--- config.mk ---
export PLATFORM = sky130hd
export DESIGN_NAME = fetch_ctrl
export DESIGN_NICKNAME = d
export VERILOG_FILES = /design/src/rtl/fetch_ctrl.sv
export SDC_FILE = /design/constraint.sdc
export NUM_CORES = 1
export LEC_CHECK = 0
export BUFFER_PORTS_ARGS = -buffer_cell sky130_fd_sc_hd__clkbuf_2
export CORE_MARGIN = 10
export CORE_UTILIZATION = 45
export DETAILED_ROUTE_END_ITERATION = 6
export PLACE_DENSITY_LB_ADDON = 0.15
export SKIP_CTS_REPAIR_TIMING = 1
export SYNTH_ARGS = -nofsm -noshare
export SYNTH_HDL_FRONTEND = slang
export SYNTH_SLANG_ARGS = --single-unit
--- constraint.sdc ---
create_clock -name clock -period 2.06 [get_ports clock]
set_input_delay 0.309 -clock clock [delete_from_list [all_inputs] [get_ports clock]]
set_output_delay 0.309 -clock clock [all_outputs]
set_load 0.02 [all_outputs]
--- src/rtl/fetch_ctrl.sv ---
// Instruction fetch controller: issues one fetch at a time, buffers the returned
// instruction for decode, and handles redirects that race with in-flight responses.
module fetch_ctrl #(
  parameter logic [63:0] RESET_PC = 64'h0000_0000_8000_0000
) (
  input  logic        clock,
  input  logic        reset,
  output logic [63:0] io_pc,
  output logic        io_pc_valid,
  input  logic [31:0] io_inst,
  input  logic        io_inst_valid,
  output logic        io_inst_ready,
  input  logic        io_redirect_valid,
  input  logic [63:0] io_redirect_pc,
  output logic        io_out_valid,
  output logic [63:0] io_out_pc,
  output logic [31:0] io_out_inst,
  input  logic        io_out_ready
);

  typedef enum logic [1:0] {
    S_IDLE = 2'd0,
    S_REQ  = 2'd1,
    S_OUT  = 2'd2,
    S_DROP = 2'd3
  } state_t;

  state_t      state;
  logic [63:0] fetch_pc;
  logic [63:0] next_pc;
  logic [63:0] out_pc;
  logic [31:0] out_inst;
  logic        resp;

  // Control outputs decode directly from the state register, so they are glitch-free.
  assign io_pc_valid   = (state == S_REQ) || (state == S_DROP);
  assign io_inst_ready = (state == S_REQ) || (state == S_DROP);
  assign io_out_valid  = (state == S_OUT);
  assign io_pc         = fetch_pc;
  assign io_out_pc     = out_pc;
  assign io_out_inst   = out_inst;

  assign resp = io_inst_valid && io_inst_ready;

  always_ff @(posedge clock or negedge reset) begin
    if (!reset) begin
      state    <= S_IDLE;
      fetch_pc <= RESET_PC;
      next_pc  <= RESET_PC;
      out_pc   <= RESET_PC;
      out_inst <= 32'd0;
    end else begin
      case (state)
        S_IDLE: begin
          fetch_pc <= RESET_PC;
          next_pc  <= RESET_PC;
          state    <= S_REQ;
        end
        S_REQ: begin
          if (io_redirect_valid && resp) begin
            // The response belongs to the stale path; restart at the target right away.
            fetch_pc <= io_redirect_pc;
            next_pc  <= io_redirect_pc;
          end else if (io_redirect_valid) begin
            // Request still in flight: io_pc must stay put until its response drains.
            next_pc <= io_redirect_pc;
            state   <= S_DROP;
          end else if (resp) begin
            out_pc   <= fetch_pc;
            out_inst <= io_inst;
            next_pc  <= fetch_pc + 64'd4;
            state    <= S_OUT;
          end
        end
        S_OUT: begin
          if (io_redirect_valid) begin
            fetch_pc <= io_redirect_pc;
            next_pc  <= io_redirect_pc;
            state    <= S_REQ;
          end else if (io_out_ready) begin
            fetch_pc <= next_pc;
            state    <= S_REQ;
          end
        end
        S_DROP: begin
          if (resp) begin
            fetch_pc <= io_redirect_valid ? io_redirect_pc : next_pc;
            if (io_redirect_valid) next_pc <= io_redirect_pc;
            state <= S_REQ;
          end else if (io_redirect_valid) begin
            next_pc <= io_redirect_pc;
          end
        end
        default: state <= S_IDLE;
      endcase
    end
  end

endmodule

# --- Word-level counts from Yosys, hierarchy flattened ---
# Cells that the tools add are included.
# Widths: inputs -> output; s select.
word_totals:
  reg_bits: 226
  latch_bits: 0
  mem_bits_rw: 0
  mem_bits_ro: 0
  inputBits: 101
  out_inout_bits: 163
  wordCells: 42
  memories: 0
op_classes:
  addsub: 1
  mul: 0
  div_mod_pow: 0
  order_cmp: 0
  eq_ne: 9
  n_shift: 0
  n_mux: 17
  bitwise_logic: 2
  n_reduce_logical: 8
op_table:
  columns: ["op", "n"]
  rows:
  - ["$mux 64", 8]
  - ["$pmux 64 s4", 1]
  - ["$pmux 64 s3", 1]
  - ["$add 64x3->64 const B", 1]
  - ["$mux 2", 6]
  - ["$pmux 2 s4", 1]
  - ["$reduce_and 4->1", 2]
  - ["$eq 2x2->1 const B", 2]
  - ["$ne 2x2->1 const B", 2]
  - ["$ne 4x3->1 const B", 1]
  - ["$ne 3x2->1 const B", 1]
  - ["$ne 3x3->1 const B", 1]
  - ["$reduce_and 3->1", 1]
  - ["$eq 2x1->1 const B", 1]
  - ["$logic_and 1x1->1", 2]
  - ["$logic_not 2->1", 1]
  - ["$ne 2x1->1 const B", 1]
  - ["$not 1->1", 2]
  - ["$reduce_or 2->1", 1]
  - ["$logic_or 1x1->1", 1]

# --- Depth between registers and ports, before layout ---
logic_depth:
  word_depth: 7
  depth_mapped: 8
  depth_no_buf: 6

# --- Least setup slack after synthesis ---
# No wires, ideal clock.
synth_timing:
  kind: "flip-flop to flip-flop"
  startpoint: "register fetch_pc[2] (netlist: io_pc[2])"
  endpoint: "register next_pc[42]"
  setup_time_ns: 0.124
  arrival_ns: 2.308
  t_required_ns: 1.936
  slack_ns: -0.372
  stages_incl_launch_ff: 8
  path_buffers: 1
  period_less_slack_ns: 2.432
  path_cell_list: "dfrtp_1 -> ha_1 -> and4_1 -> buf_2 -> nand2_1 -> or4_1 -> o21a_1 -> o31a_1"
synth_between:
  elab_chain_cells: 5
synth_rtl:
  columns: ["item", "line_no", "rtl"]
  rows:
  - ["start: declaration", "29", "logic [63:0] fetch_pc;"]
  - ["start signal: assignment", "62", "fetch_pc <= io_redirect_pc;"]
  - ["start signal: assignment", "77", "fetch_pc <= io_redirect_pc;"]
  - ["start signal: assignment", "81", "fetch_pc <= next_pc;"]
  - ["$add 64x3->64", "71", "next_pc <= fetch_pc + 64'd4;"]
  - ["$mux 64", "68", "end else if (resp) begin"]
  - ["$mux 64", "64", "end else if (io_redirect_valid) begin"]
  - ["$mux 64", "60", "if (io_redirect_valid && resp) begin"]
  - ["$pmux 64 s3", "53", "case (state)"]
  - ["end signal: assignment", "63", "next_pc <= io_redirect_pc;"]
  - ["end signal: assignment", "66", "next_pc <= io_redirect_pc;"]
  - ["end signal: assignment", "71", null]
  - ["end: declaration", "30", "logic [63:0] next_pc;"]
# No other way between the ends. The select of a mux whose other input is x is not followed.
# A chain may end at the register's enable or synchronous reset.

# --- Worst setup path in the final report ---
layout_timing:
  startpoint: "register fetch_pc[2] (netlist: io_pc[2])"
  endpoint: "register next_pc[49]"
# The elaborated chain is that of the path after synthesis.

==> metrics.txt <==
total power=18.7 mW; Worst setup EP type=flop; DRT iter0 DRCs=1118; Ys Warns=0; ANT nets after route=0; clock latency on the worst-skew pair=540 ps; PwrDens=1170 mW/mm^2; area grow syn2layout=33.8%; antenna violations before repair=5; CTS tree=done; Max-Cap Viols=0; async set-reset flop share out of synthesis=100%; Synth Cell Area=0.0120 sq mm; IO buf count=263; vias per cell=5.68; vias after detailed routing=12100; CTS Buf Count=27; max-slew violation count=0; Final Hold Slack=-24.2 ps; minimum clock period=2110 ps; Clock transition at path regs=60 ps; vias in the first global route=11800; Synth area leader=dfrtp_1; crit path max fanout=4; Post-synth EDFFs=0; dpl cells=2037; period utilization=102%; Post-Layout Cell Count=2129; most frequent cells after synthesis=nand2_1, dfrtp_1, a21oi_1, nor2_1, clkbuf_1; worst endpoint required time=2510 ps; r2r worst-path depth=5; layout cells sized above 1=29.0%; final net count=1873; Rel. slew slack=57.5%; # DRC=0; H-tree depth=1; CP arrival=2560 ps; crit start category=flop; global-route wire length before repair=68.5 mm; RePlAce Congestion=0.888; most common cell in the netlist=nand2_1; Clock Root Buffer=clkbuf_16; Setup WS post-layout=-47.4 ps; Synth area leaders=dfrtp_1, nand2_1, a21oi_1; post-synth top area share=46.6%; Initial Util=45.8%; failing checks=hold timing, setup timing; leakage=7.72 nW; fraction of the yosys area taken by sequential cells=47.3%; final hold viol count=6; CTS Buffer Depth=3; DP HPWL=30.1 mm; GRT overflow=0; ys flop type=dfrtp_1; hold crit path type=in2reg; Yosys cell types=65; fillers=2323; Die W=183 um; endpoints failing setup=2; RSZ-0062 raised after global routing=yes; Synth Register Bits=226; io pins=264; drt wl/cell=20.4 um; Placeable Area=0.0261 sq mm; largest net degree at the start of global routing=67; dpl ws=-63.9 ps; Worst IR Drop VDD=0.697 mV; Hold Path Cell Cnt=3; Worst Max-Slew Pin Slew=635 ps; Fmax=475 MHz; Setup CP Type=reg2reg; Initial DRT Pass Iterations=5; Die Y-Extent=183 um; WL final=43.5 mm; Row Count=59; GRT Total Usage=25.0%; Final Skew=13.6 ps; Synth Net Count=1525; clk sinks=226; die area=0.0335 sq mm; Avg Inst Size Synth=8.41 sq um; Post-Syn Instances=1423; status=finished with violations
## path summary, 6_finish.rpt
kind / startpoint / to / slack [ps]
min in group asynchronous: reset / io_out_pc[2] / 280
setup reg to reg: io_pc[2] / next_pc[49] / -50
hold reg to reg: io_out_pc[49] / io_out_pc[49] / 470
setup / recovery: io_pc[2] / next_pc[49] / -50
max in group asynchronous: reset / next_pc[31] / 1100
hold / removal: io_inst[28] / io_out_inst[28] / -20
## cell usage in the layout (no fill, tap or decap), types with 10 or more instances in the layout
master	count
nand2_1	337
clkbuf_2	260
dfrtp_1	208
a21oi_1	139
nor2_1	136
buf_4	128
mux2i_1	55
a22oi_1	47
o21ai_0	38
nand3_1	34
nand4_1	29
clkbuf_16	28
dlygate4sd3_1	27
o22ai_1	25
xnor2_1	23
inv_1	18
xor2_1	16
dfrtp_2	15
buf_12	14
nor3_1	12
and3_1	11
nor4_1	10
## kinds of logic after synthesis
family	Yosys count	share of synthesized area, %
compound gates	316	16.3
xor+xnor	39	2.85
fa+ha+maj	1	0.104
buf+inv	135	4.37
flops	226	47.3
mux	56	4.72
simple gates	650	24.3
## routing by layer
layer	vias to the layer above	part of all wire (%)	global-route usage [%]
li1	5661	-	-
met1	5853	43	34.3
met2	509	45	38.6
met3	71	9.3	6.48
met4	4	2.1	6.13
met5	-	0.055	0
## flip-flops by register name, indices dropped and copies added (netlist names)
register     flops
io_out_pc       64
io_pc           64
next_pc         64
io_out_inst     32
state            2
## worst max-delay path: stages, from the launching register on
cell and delay, ps:
dfrtp_2 390, nand4_1 100, or4_4 560, or4_4 530, mux2_4 310, a211oi_2 140
## power breakdown
group	total [mW]	leakage [nW]	switching (mW)	internal, mW
combinational	7.11	4.55	4.49	2.62
clock	5.08	0.459	1.97	3.12
sequential	6.49	2.70	0.789	5.70
total	18.7	7.72	7.25	11.4
## layout make-up
cell class | count | area [sq um] | area share (%)
Multi-Input combinational cell | 1062 | 6010 | 37.5
Sequential cell | 226 | 5680 | 35.5
Timing Repair Buffer | 435 | 2890 | 18.1
Clock buffer | 39 | 781 | 4.88
Tap cell | 335 | 419 | 2.62
Clock inverter | 10 | 153 | 0.953
Inverter | 19 | 78.8 | 0.492
Antenna cell | 3 | 7.51 | 0.0469
## stage by stage
step	cell area, sq um	setup TNS, ps	utilization, %
floorplan	12100	-874	-
global placement	14600	-68.1	55.8
detailed placement	14600	-270	55.8
CTS	15500	-284	59.3
global route	16000	-439	61.3
finish	16000	-49.7	61.3
Power figures use the tool's default switching activity.
